`config.mk`:
```
export PLATFORM = sky130hd
export DESIGN_NAME = watchdog_timer_core
export DESIGN_NICKNAME = d
export VERILOG_FILES = /design/src/rtl/watchdog_pkg.sv /design/src/rtl/watchdog_prescaler.sv /design/src/rtl/watchdog_timer_core.sv
export SDC_FILE = /design/constraint.sdc
export NUM_CORES = 1
export LEC_CHECK = 0
export ABC_CLOCK_PERIOD_IN_PS = 3100
export CORE_ASPECT_RATIO = 1.4
export CORE_MARGIN = 3
export CORE_UTILIZATION = 45
export DETAILED_ROUTE_END_ITERATION = 7
export PLACE_DENSITY = 0.76
export RECOVER_POWER = 100
export SLEW_MARGIN = 20
export SYNTH_ARGS = -nofsm -noshare
export SYNTH_HDL_FRONTEND = slang
export SYNTH_SLANG_ARGS = --single-unit
```
`constraint.sdc`:
```
create_clock -name clk -period 3.1 [get_ports clk]
set_clock_uncertainty 0.1 [all_clocks]
set_input_delay 0.31 -clock clk [delete_from_list [all_inputs] [get_ports clk]]
set_output_delay 0.31 -clock clk [all_outputs]
set_load 0.005 [all_outputs]
```
`src/rtl/watchdog_pkg.sv`:
```
// -----------------------------------------------------------------------------
// watchdog_pkg
// Shared definitions for the watchdog timer core: the control FSM state
// encodings and the expiry-mode encodings. Imported by the core and its
// prescaler sub-module.
// -----------------------------------------------------------------------------
package watchdog_pkg;

    // Control FSM states. IDLE is the only state in which the core reports ready.
    typedef enum logic [1:0] {
        CTRL_IDLE   = 2'b00,
        CTRL_RUN    = 2'b01,
        CTRL_PAUSED = 2'b10
    } ctrl_state_e;

    // Behaviour when the watchdog counter runs out.
    typedef enum logic {
        MODE_ONESHOT    = 1'b0,
        MODE_AUTORELOAD = 1'b1
    } wd_mode_e;

endpackage : watchdog_pkg

```
`src/rtl/watchdog_prescaler.sv`:
```
// -----------------------------------------------------------------------------
// watchdog_prescaler
// Down-counting clock divider that produces one tick every init+1 enabled
// cycles. The tick is asserted combinationally in the enabled cycle where the
// count sits at zero; that same cycle reloads init, so the period follows the
// live value of init at every reload.
//
// Ports
//   clk      : clock, rising edge
//   reset_n  : asynchronous active-low reset (count cleared to 0)
//   load     : reload count from init (wins over enable)
//   enable   : advance the count this cycle
//   init     : reload value; tick period is init+1 cycles
//   tick     : high in the enabled cycle where the count is zero
// -----------------------------------------------------------------------------
module watchdog_prescaler
    import watchdog_pkg::*;
#(
    parameter int PRE_WIDTH = 32
) (
    input  logic                 clk,
    input  logic                 reset_n,
    input  logic                 load,
    input  logic                 enable,
    input  logic [PRE_WIDTH-1:0] init,
    output logic                 tick
);

    logic [PRE_WIDTH-1:0] r_count;
    logic                 w_at_zero;

    assign w_at_zero = (r_count == '0);
    assign tick      = enable && w_at_zero;

    // NOTE: sequential state is updated with non-blocking assignments so every
    // register samples the pre-edge values of all others, independent of the
    // order in which the simulator evaluates the always blocks.
    always_ff @(posedge clk or negedge reset_n) begin
        if (!reset_n) begin
            r_count <= '0;
        end else if (load) begin
            r_count <= init;
        end else if (enable) begin
            if (w_at_zero) begin
                r_count <= init;
            end else begin
                r_count <= r_count - PRE_WIDTH'(1);
            end
        end
    end

endmodule : watchdog_prescaler

```
`src/rtl/watchdog_timer_core.sv`:
```
// -----------------------------------------------------------------------------
// watchdog_timer_core
// Windowed watchdog timer. After start, the counter is decremented once per
// prescaler tick; reaching the end of count raises a one-cycle expired pulse
// and a sticky expired_flag, then either stops (one-shot) or reloads
// (auto-reload). A kick reloads the counter, but only inside the window
// (counter <= window_init); a kick outside it raises a one-cycle violation
// pulse instead. pause freezes both the counter and the prescaler.
//
// Ports
//   clk            : clock, rising edge
//   reset_n        : asynchronous active-low reset
//   prescaler_init : tick period minus one, in clk cycles
//   watchdog_init  : counter reload value, in ticks
//   window_init    : kick window threshold (>= watchdog_init disables checking)
//   mode           : 0 one-shot, 1 auto-reload
//   start          : strobe, IDLE -> RUN when watchdog_init != 0
//   stop           : strobe, RUN/PAUSED -> IDLE (counter value held)
//   kick           : strobe, reload request while RUN
//   pause          : level, freezes counting while high
//   curr_watchdog  : current counter value
//   ready          : high only in IDLE
//   expired        : registered one-cycle pulse on each expiry
//   violation      : registered one-cycle pulse on each early kick
//   expired_flag   : sticky expiry indicator, cleared by an accepted start
// -----------------------------------------------------------------------------
module watchdog_timer_core
    import watchdog_pkg::*;
#(
    parameter int CTR_WIDTH = 32,
    parameter int PRE_WIDTH = 32
) (
    input  logic                 clk,
    input  logic                 reset_n,
    input  logic [PRE_WIDTH-1:0] prescaler_init,
    input  logic [CTR_WIDTH-1:0] watchdog_init,
    input  logic [CTR_WIDTH-1:0] window_init,
    input  logic                 mode,
    input  logic                 start,
    input  logic                 stop,
    input  logic                 kick,
    input  logic                 pause,
    output logic [CTR_WIDTH-1:0] curr_watchdog,
    output logic                 ready,
    output logic                 expired,
    output logic                 violation,
    output logic                 expired_flag
);

    ctrl_state_e          r_state;
    ctrl_state_e          w_next_state;
    logic [CTR_WIDTH-1:0] r_counter;
    logic                 r_expired;
    logic                 r_violation;
    logic                 r_expired_flag;

    logic w_idle;
    logic w_active;
    logic w_start_ok;
    logic w_kick_cmd;
    logic w_kick_legal;
    logic w_kick_reload;
    logic w_kick_early;
    logic w_count_en;
    logic w_pre_load;
    logic w_tick;
    logic w_tick_eff;
    logic w_last_count;
    logic w_expire;
    logic w_autoreload;

    // ------------------------------------------------------------------
    // Command decode. stop outranks kick, which outranks the tick.
    // ------------------------------------------------------------------
    assign w_idle       = (r_state == CTRL_IDLE);
    assign w_active     = !w_idle;
    assign w_autoreload = (mode == MODE_AUTORELOAD);

    // A start with stop in the same cycle, or with a zero reload value, is dropped.
    assign w_start_ok   = w_idle && start && !stop && (watchdog_init != '0);

    // Kicks are honoured only in RUN; a kick arriving in PAUSED (including the
    // cycle that resumes from PAUSED) is ignored.
    assign w_kick_cmd   = (r_state == CTRL_RUN) && kick && !stop;

    // A window at or above the reload value would accept any counter value,
    // so it doubles as the "window checking off" setting.
    assign w_kick_legal  = (window_init >= watchdog_init) || (r_counter <= window_init);
    assign w_kick_reload = w_kick_cmd && w_kick_legal;
    assign w_kick_early  = w_kick_cmd && !w_kick_legal;

    // Counting runs whenever the timer is armed and not held by pause. The
    // resume cycle out of PAUSED already counts, so a pause of N cycles delays
    // expiry by exactly N cycles.
    assign w_count_en   = w_active && !pause && !stop;
    assign w_pre_load   = w_start_ok || w_kick_reload;

    // An accepted kick consumes the tick of the same cycle (it reloads both
    // counters), so a kick on the final tick prevents expiry. A rejected kick
    // leaves the tick to proceed normally.
    assign w_tick_eff   = w_tick && !w_kick_reload;
    assign w_last_count = (r_counter == CTR_WIDTH'(1));
    assign w_expire     = w_tick_eff && w_last_count;

    watchdog_prescaler #(
        .PRE_WIDTH (PRE_WIDTH)
    ) u_prescaler (
        .clk     (clk),
        .reset_n (reset_n),
        .load    (w_pre_load),
        .enable  (w_count_en),
        .init    (prescaler_init),
        .tick    (w_tick)
    );

    // ------------------------------------------------------------------
    // Control FSM
    // ------------------------------------------------------------------
    always_ff @(posedge clk or negedge reset_n) begin
        if (!reset_n) begin
            r_state <= CTRL_IDLE;
        end else begin
            r_state <= w_next_state;
        end
    end

    // NOTE: the next-state value is given a default before the case so that
    // every path assigns it; a missing branch would otherwise infer a latch.
    always_comb begin
        w_next_state = r_state;
        unique case (r_state)
            CTRL_IDLE: begin
                if (w_start_ok) begin
                    w_next_state = CTRL_RUN;
                end
            end
            CTRL_RUN,
            CTRL_PAUSED: begin
                if (stop) begin
                    w_next_state = CTRL_IDLE;
                end else if (w_expire && !w_autoreload) begin
                    w_next_state = CTRL_IDLE;
                end else if (pause) begin
                    w_next_state = CTRL_PAUSED;
                end else begin
                    w_next_state = CTRL_RUN;
                end
            end
            default: begin
                w_next_state = CTRL_IDLE;
            end
        endcase
    end

    // ------------------------------------------------------------------
    // Watchdog counter. Holds its value in IDLE (including after stop) and
    // never moves below zero.
    // ------------------------------------------------------------------
    always_ff @(posedge clk or negedge reset_n) begin
        if (!reset_n) begin
            r_counter <= '0;
        end else if (w_pre_load) begin
            r_counter <= watchdog_init;
        end else if (w_tick_eff) begin
            if (w_last_count) begin
                r_counter <= w_autoreload ? watchdog_init : '0;
            end else if (r_counter != '0) begin
                r_counter <= r_counter - CTR_WIDTH'(1);
            end
        end
    end

    // ------------------------------------------------------------------
    // Status pulses and sticky flag
    // ------------------------------------------------------------------
    always_ff @(posedge clk or negedge reset_n) begin
        if (!reset_n) begin
            r_expired      <= 1'b0;
            r_violation    <= 1'b0;
            r_expired_flag <= 1'b0;
        end else begin
            r_expired   <= w_expire;
            r_violation <= w_kick_early;
            if (w_start_ok) begin
                r_expired_flag <= 1'b0;
            end else if (w_expire) begin
                r_expired_flag <= 1'b1;
            end
        end
    end

    assign curr_watchdog = r_counter;
    assign ready         = w_idle;
    assign expired       = r_expired;
    assign violation     = r_violation;
    assign expired_flag  = r_expired_flag;

endmodule : watchdog_timer_core

```
Yosys cells after proc, flatten, opt, wreduce, memory -nomap -nowiden
Index checks and enable logic that the tools add are counted.

Input port bits: 103. Bits in registers: 69. Output and inout bits: 36. Logic and storage cells: 60.

Reductions and logical operators: 31. Order comparisons: 2. $add $sub $neg: 2. Multiplexer cells: 15. Eq/ne operators: 4.

Operators by type and width (number): 32-bit two-way mux (8); 32-bit nonzero test (2); 32-bit by 1-bit subtractor with 32-bit output (second input constant) (2); 32-bit by 1-bit == test with 1-bit output (second input constant) (1); 32-bit greater-or-equal comparator (1); 32-bit <= comparator (1); 32-bit logical NOT (1); 1-bit logical AND (13); 2-bit two-way mux (4); 1-bit logical NOT (6); 2-bit nonzero test (3); 2-bit case mux with 2 select lines (1); 3-bit nonzero test (1); 2-bit by 1-bit == test with 1-bit output (second input constant) (1); 2-bit == test (second input constant) (1); 2-bit logical NOT (1); 1-bit logical OR (2); 1-bit two-way mux (2); 2-bit by 1-bit != test with 1-bit output (second input constant) (1); 2-bit AND reduction (1); 2-bit OR reduction (1).

Longest topological paths before layout
Depth in word-level cells: 11. Mapped depth: 11.

By module
A second synthesis with hierarchy kept.

Cell total of the unflattened synthesis: 789. Area, all modules: 6369.9 um^2.

Modules (own cells, without submodules): watchdog_timer_core (area each 4093.9 um^2, cells an instance 509, instances 1); watchdog_prescaler (area each 2275.9 um^2, cells an instance 280, instances 1).

Worst setup path before layout
OpenSTA, ideal clock, no wires.

Path type: flip-flop to flip-flop. Start point: register u_prescaler.r_count[10]. End point: register r_counter[20] (netlist: curr_watchdog[20]). Path buffers: 1. Slack: -0.100 ns. Data required time: 2.933 ns. Arrival: 3.033 ns. Cell stages (with the launch flop): 9. Cell sequence: dfrtp_1 > or4_4 > or4_4 > or4_4 > or3_1 > buf_2 > or4_1 > a21oi_1 > a221o_1.

Word-level cells in the longest chain between the ends: 5.

RTL lines: start: declaration (RTL line watchdog_prescaler.sv:29) `logic [PRE_WIDTH-1:0] r_count;`; start signal: assignment (RTL line watchdog_prescaler.sv:42) `r_count <= init;`; start signal: assignment (RTL line watchdog_prescaler.sv:45) `r_count <= init;`; start signal: assignment (RTL line watchdog_prescaler.sv:47) `r_count <= r_count - PRE_WIDTH'(1);`; 32-bit logical NOT (RTL line watchdog_prescaler.sv:32) `assign w_at_zero = (r_count == '0);`; 1-bit logical AND (RTL line watchdog_prescaler.sv:33) `assign tick = enable && w_at_zero;`; 1-bit logical AND (RTL line watchdog_timer_core.sv:101) `assign w_tick_eff = w_tick && !w_kick_reload;`; 2-bit nonzero test (no source line); 2-bit AND reduction (no source line); end signal: assignment (RTL line watchdog_timer_core.sv:163) `r_counter <= watchdog_init;`; end signal: assignment (RTL line watchdog_timer_core.sv:166) `r_counter <= w_autoreload ? watchdog_init : '0;`; end signal: assignment (RTL line watchdog_timer_core.sv:168) `r_counter <= r_counter - CTR_WIDTH'(1);`; end: declaration (RTL line watchdog_timer_core.sv:52) `logic [CTR_WIDTH-1:0] r_counter;`.

No other way between the ends. A chain may end at the register's enable or synchronous reset.

Worst setup path after layout
Start point: input port watchdog_init[10]. End point: register r_counter[25] (netlist: curr_watchdog[25]).

Word-level cells in the longest chain between the ends: 7. Elaborated cells on any way between the ends: 12.

RTL lines: start: declaration (RTL line watchdog_timer_core.sv:36) `input logic [CTR_WIDTH-1:0] watchdog_init,`; 32-bit greater-or-equal comparator (RTL line watchdog_timer_core.sv:88) `assign w_kick_legal = (window_init >= watchdog_init) || (r_counter <= window_init);`; 1-bit logical OR (RTL line watchdog_timer_core.sv:88); 1-bit logical AND (RTL line watchdog_timer_core.sv:89) `assign w_kick_reload = w_kick_cmd && w_kick_legal;`; 1-bit logical NOT (RTL line watchdog_timer_core.sv:101); 1-bit logical AND (RTL line watchdog_timer_core.sv:101); 2-bit nonzero test (no source line); 2-bit AND reduction (no source line).

Parallel ways exist; a longest one is shown, timed or not.

==> impl_results.md <==
* DR iter-0 viols at 599
* CTS clk-pin slew, worst paths at 60 ps
* Post-layout net count at 1216
* DRT Pass-1 Iters at 6
* Final Hold Fails at 0
* CP most frequent cell: a22o_1
* Failing checks: capacitance limit, slew limit, setup timing
* Max Root-Sink Buffers at 2
* CTS H-Tree Depth at 3
* Post-Syn Nets at 912
* Slew @ Worst Pin at 1850 ps
* Total number of yosys warnings at 0
* Crit Path Max Fanout at 6
* Max-Cap Viols at 1
* Cell row count at 49
* Hold WC Path Type: in2reg
* Area contributors post-synth: dfrtp_1 29%, ha_1 15%, inv_1 4.9%, o21ai_0 4.5%, a21oi_1 3.6%
* Layout cells sized above 1 at 0.273
* Mapped Avg Cell Area at 8.16 µm²
* FFs w/ async S/R, synth at 1.00
* Mapped Area at 6030 µm²
* RR Endpoint: curr_watchdog[28]$_DFFE_PN0P_
* Status: finished with violations
* Largest net degree at the start of global routing at 40
* WP data required at 3230 ps
* Worst setup endpoint: curr_watchdog[25]$_DFFE_PN0P_
* Die ar. at 14800 µm²
* Drt via density at 6.28
* Crit. Startpoint: watchdog_init[10]
* CP cell instances: clkdlybuf4s50_1, inv_1, ha_4, a21o_1, o21ai_1, a21oi_2, o41ai_2, buf_4, o211a_4, buf_6, o221ai_4, buf_12, clkbuf_16, a22o_1, a22o_1
* Max incr delay on CP at 490 ps
* Gate Count Post-Synth at 739
* Critical Path Start Type: input pin
* Die X at 104 µm
* Total track usage at 0.314
* Max rail drop VDD at 0.509 mV
* CORE AREA at 13000 µm²
* Initial Util at 0.464
* Place WS at -558 ps
* Sequential fraction of the synthesis area at 0.286
* CP endpoint kind: flop
* Clock Sinks at 69
* ANT nets after route at 0
* Slowest CP cell: clkdlybuf4s50_1
* DRC viols at 0
* Yosys cell types at 57
* Primary FF master, synth: dfrtp_1
* Post-synth top area cell: dfrtp_1
* Antenna diodes at 0
* Root Buffer: clkbuf_16
* FF-to-FF setup slack at -60 ps
* P_leak at 0.00451 µW
* Post-synth EDFFs at 0
* Area added between synthesis and finish at 66.0%
* Reg2reg start: u_prescaler.r_count[11]$_DFFE_PN0P_
* Vias in the first global route at 7675
* Final Slew Violations at 32
* Critical path class: in2reg
* Initial antenna violation count at 0
* Post-route setup slack at -226 ps
* Synth top area share at 0.286
* TritonCTS clock tree: done
* Vias at 7693
* Num ports at 139
* Crit path buffers/inverters at 6
* Cell family with most CP delay: compound AO/OA/AOI/OAI gates
* WL final at 26100 µm
* Clock Latency Late Sink at 340 ps
* Routability Congestion at 0.969
* Crit path depth at 15
* CP arrival at 3450 ps
* Reg2reg path depth at 9
* Number of buffers created by CTS at 9
* Global-route wire length before repair at 37400 µm
* Tmin final at 3330 ps
* Post-DP HPWL at 18700 µm
* PwrDens at 720 nW/µm²
* Flops & latches, synth at 69
* Peak Freq at 0.301 GHz
* Global route overflow at 0
* Final setup fails at 35
* Port Buffers at 138
* Routed WL per cell at 21.3 µm
* Final period util at 1.07
* Die H at 143 µm
* Power, Total at 7200 µW
* RSZ-0062 raised after global routing: yes
* Slew headroom at -0.231
## Yosys cell counts (4+ instances only)
master	number
a211oi_1	4
a21boi_0	4
a21o_1	5
a21oi_1	43
a22o_1	20
a22oi_1	9
a2bb2oi_1	13
a32oi_1	10
and3_1	7
and4_1	4
buf_2	4
clkbuf_1	21
dfrtp_1	69
ha_1	70
inv_1	79
nand2_1	49
nand2b_1	4
nand3_1	16
nand4_1	19
nor2_1	50
nor3_1	40
nor4_1	22
o211ai_1	10
o21ai_0	54
o22a_1	6
o2bb2ai_1	21
o41ai_1	4
or2_2	6
or3_1	13
or4_1	9
xnor2_1	5
xor2_1	4
## metrics by stage
step | hold WS, ps | TNS (ps) | cells | utilization | cell area (µm²)
final | 377 | -3310 | 1225 | 0.770 | 10000
after global routing | 403 | -6610 | 1225 | 0.770 | 10000
after CTS | 417 | -464 | 1212 | 0.721 | 9370
after detailed placement | 323 | -26700 | 1180 | 0.669 | 8700
after global placement | 332 | -20080 | 1180 | 0.669 | 8700
after floorplan | -85.6 | -360 | 739 | - | 6030
## state kept, by name, summed over array words and instances (netlist names)
register / cells
curr_watchdog: 32
r_state: 2
u_prescaler.r_count: 32
violation: 1
expired_flag: 1
expired: 1
## where the power goes
part           internal, µW  switching, µW  total, µW  leakage (µW)
Clock                   725            414       1140      0.000151
Sequential             1300            400       1700      0.000825
Combinational          2180           2180       4360       0.00354
Total                  4210           2990       7200       0.00451
## worst min-delay path, delay by kind of cell
kind                   cells  cell delay (ps)
AOI/OAI and AO/OA          2              210
buffers and inverters      2              250
## cell families (layout without fill, tap and decap cells)
logic type	count (synthesis)	after routing	synth area share
AO/OA/AOI/OAI	233	233	0.271
AND/OR/NAND/NOR	249	249	0.213
buffers and inverters	106	414	0.0668
XOR/XNOR	9	9	0.0131
multiplexers	3	3	0.00498
flip-flops	69	69	0.286
adder cells (fa/ha/maj)	70	70	0.145
## repair_timing
action | CTS | global route
cloned | 4 | 3
hold buffers | 1 | 0
pin swaps | 13 | 57
resized for setup | 52 | 133
setup buffers | 12 | 13
endpoints found under the hold margin | 30 | 0
setup endpoints to repair | 58 | 67
## routing by layer
metal | vias up | GRT usage | part of all wire
li1 | 3414 | - | -
met1 | 3643 | 0.316 | 0.33
met2 | 492 | 0.603 | 0.53
met3 | 144 | 0.0452 | 0.070
met4 | 0 | 0.202 | 0.068
met5 | - | 0 | 0
## cells in the final DEF (no fill, tap or decap), types with 13 or more instances in the layout
cell type	n
inv_1	66
ha_1	49
inv_2	13
o21ai_0	25
a21oi_1	35
a2bb2oi_1	13
ha_4	21
dlymetal6s2s_1	29
o21ai_2	15
a22o_1	20
dlygate4sd3_1	15
nand4_1	19
nor4_1	18
clkdlybuf4s50_1	89
buf_4	153
nor3_1	35
nor2_1	50
o2bb2ai_1	17
o21ai_1	14
nand2_1	48
dfrtp_1	67
nand3_1	16
## worst min path at each step
stage | start | to | slack [ps] | depth (start not counted)
floorplan | reset_n | curr_watchdog[0]$_DFFE_PN0P_ | -90 | 0
global placement | reset_n | curr_watchdog[11]$_DFFE_PN0P_ | 330 | 1
detailed placement | reset_n | curr_watchdog[10]$_DFFE_PN0P_ | 320 | 1
CTS | expired_flag$_DFFE_PN0P_ | expired_flag$_DFFE_PN0P_ | 420 | 2
global route | watchdog_init[12] | curr_watchdog[12]$_DFFE_PN0P_ | 400 | 4
finish | watchdog_init[12] | curr_watchdog[12]$_DFFE_PN0P_ | 380 | 4
## cell type report
| cell class | count | area (µm²) |
|---|---|---|
| clock buffers | 10 | 239 |
| multi-input cells | 564 | 4520 |
| well taps | 178 | 223 |
| repair buffers | 320 | 2910 |
| fillers | 897 | 3000 |
| clock inverters | 5 | 83.8 |
| flip-flops and latches | 69 | 1730 |
| inverters | 79 | 297 |
Note: power is estimated with default switching activity, not from simulation.
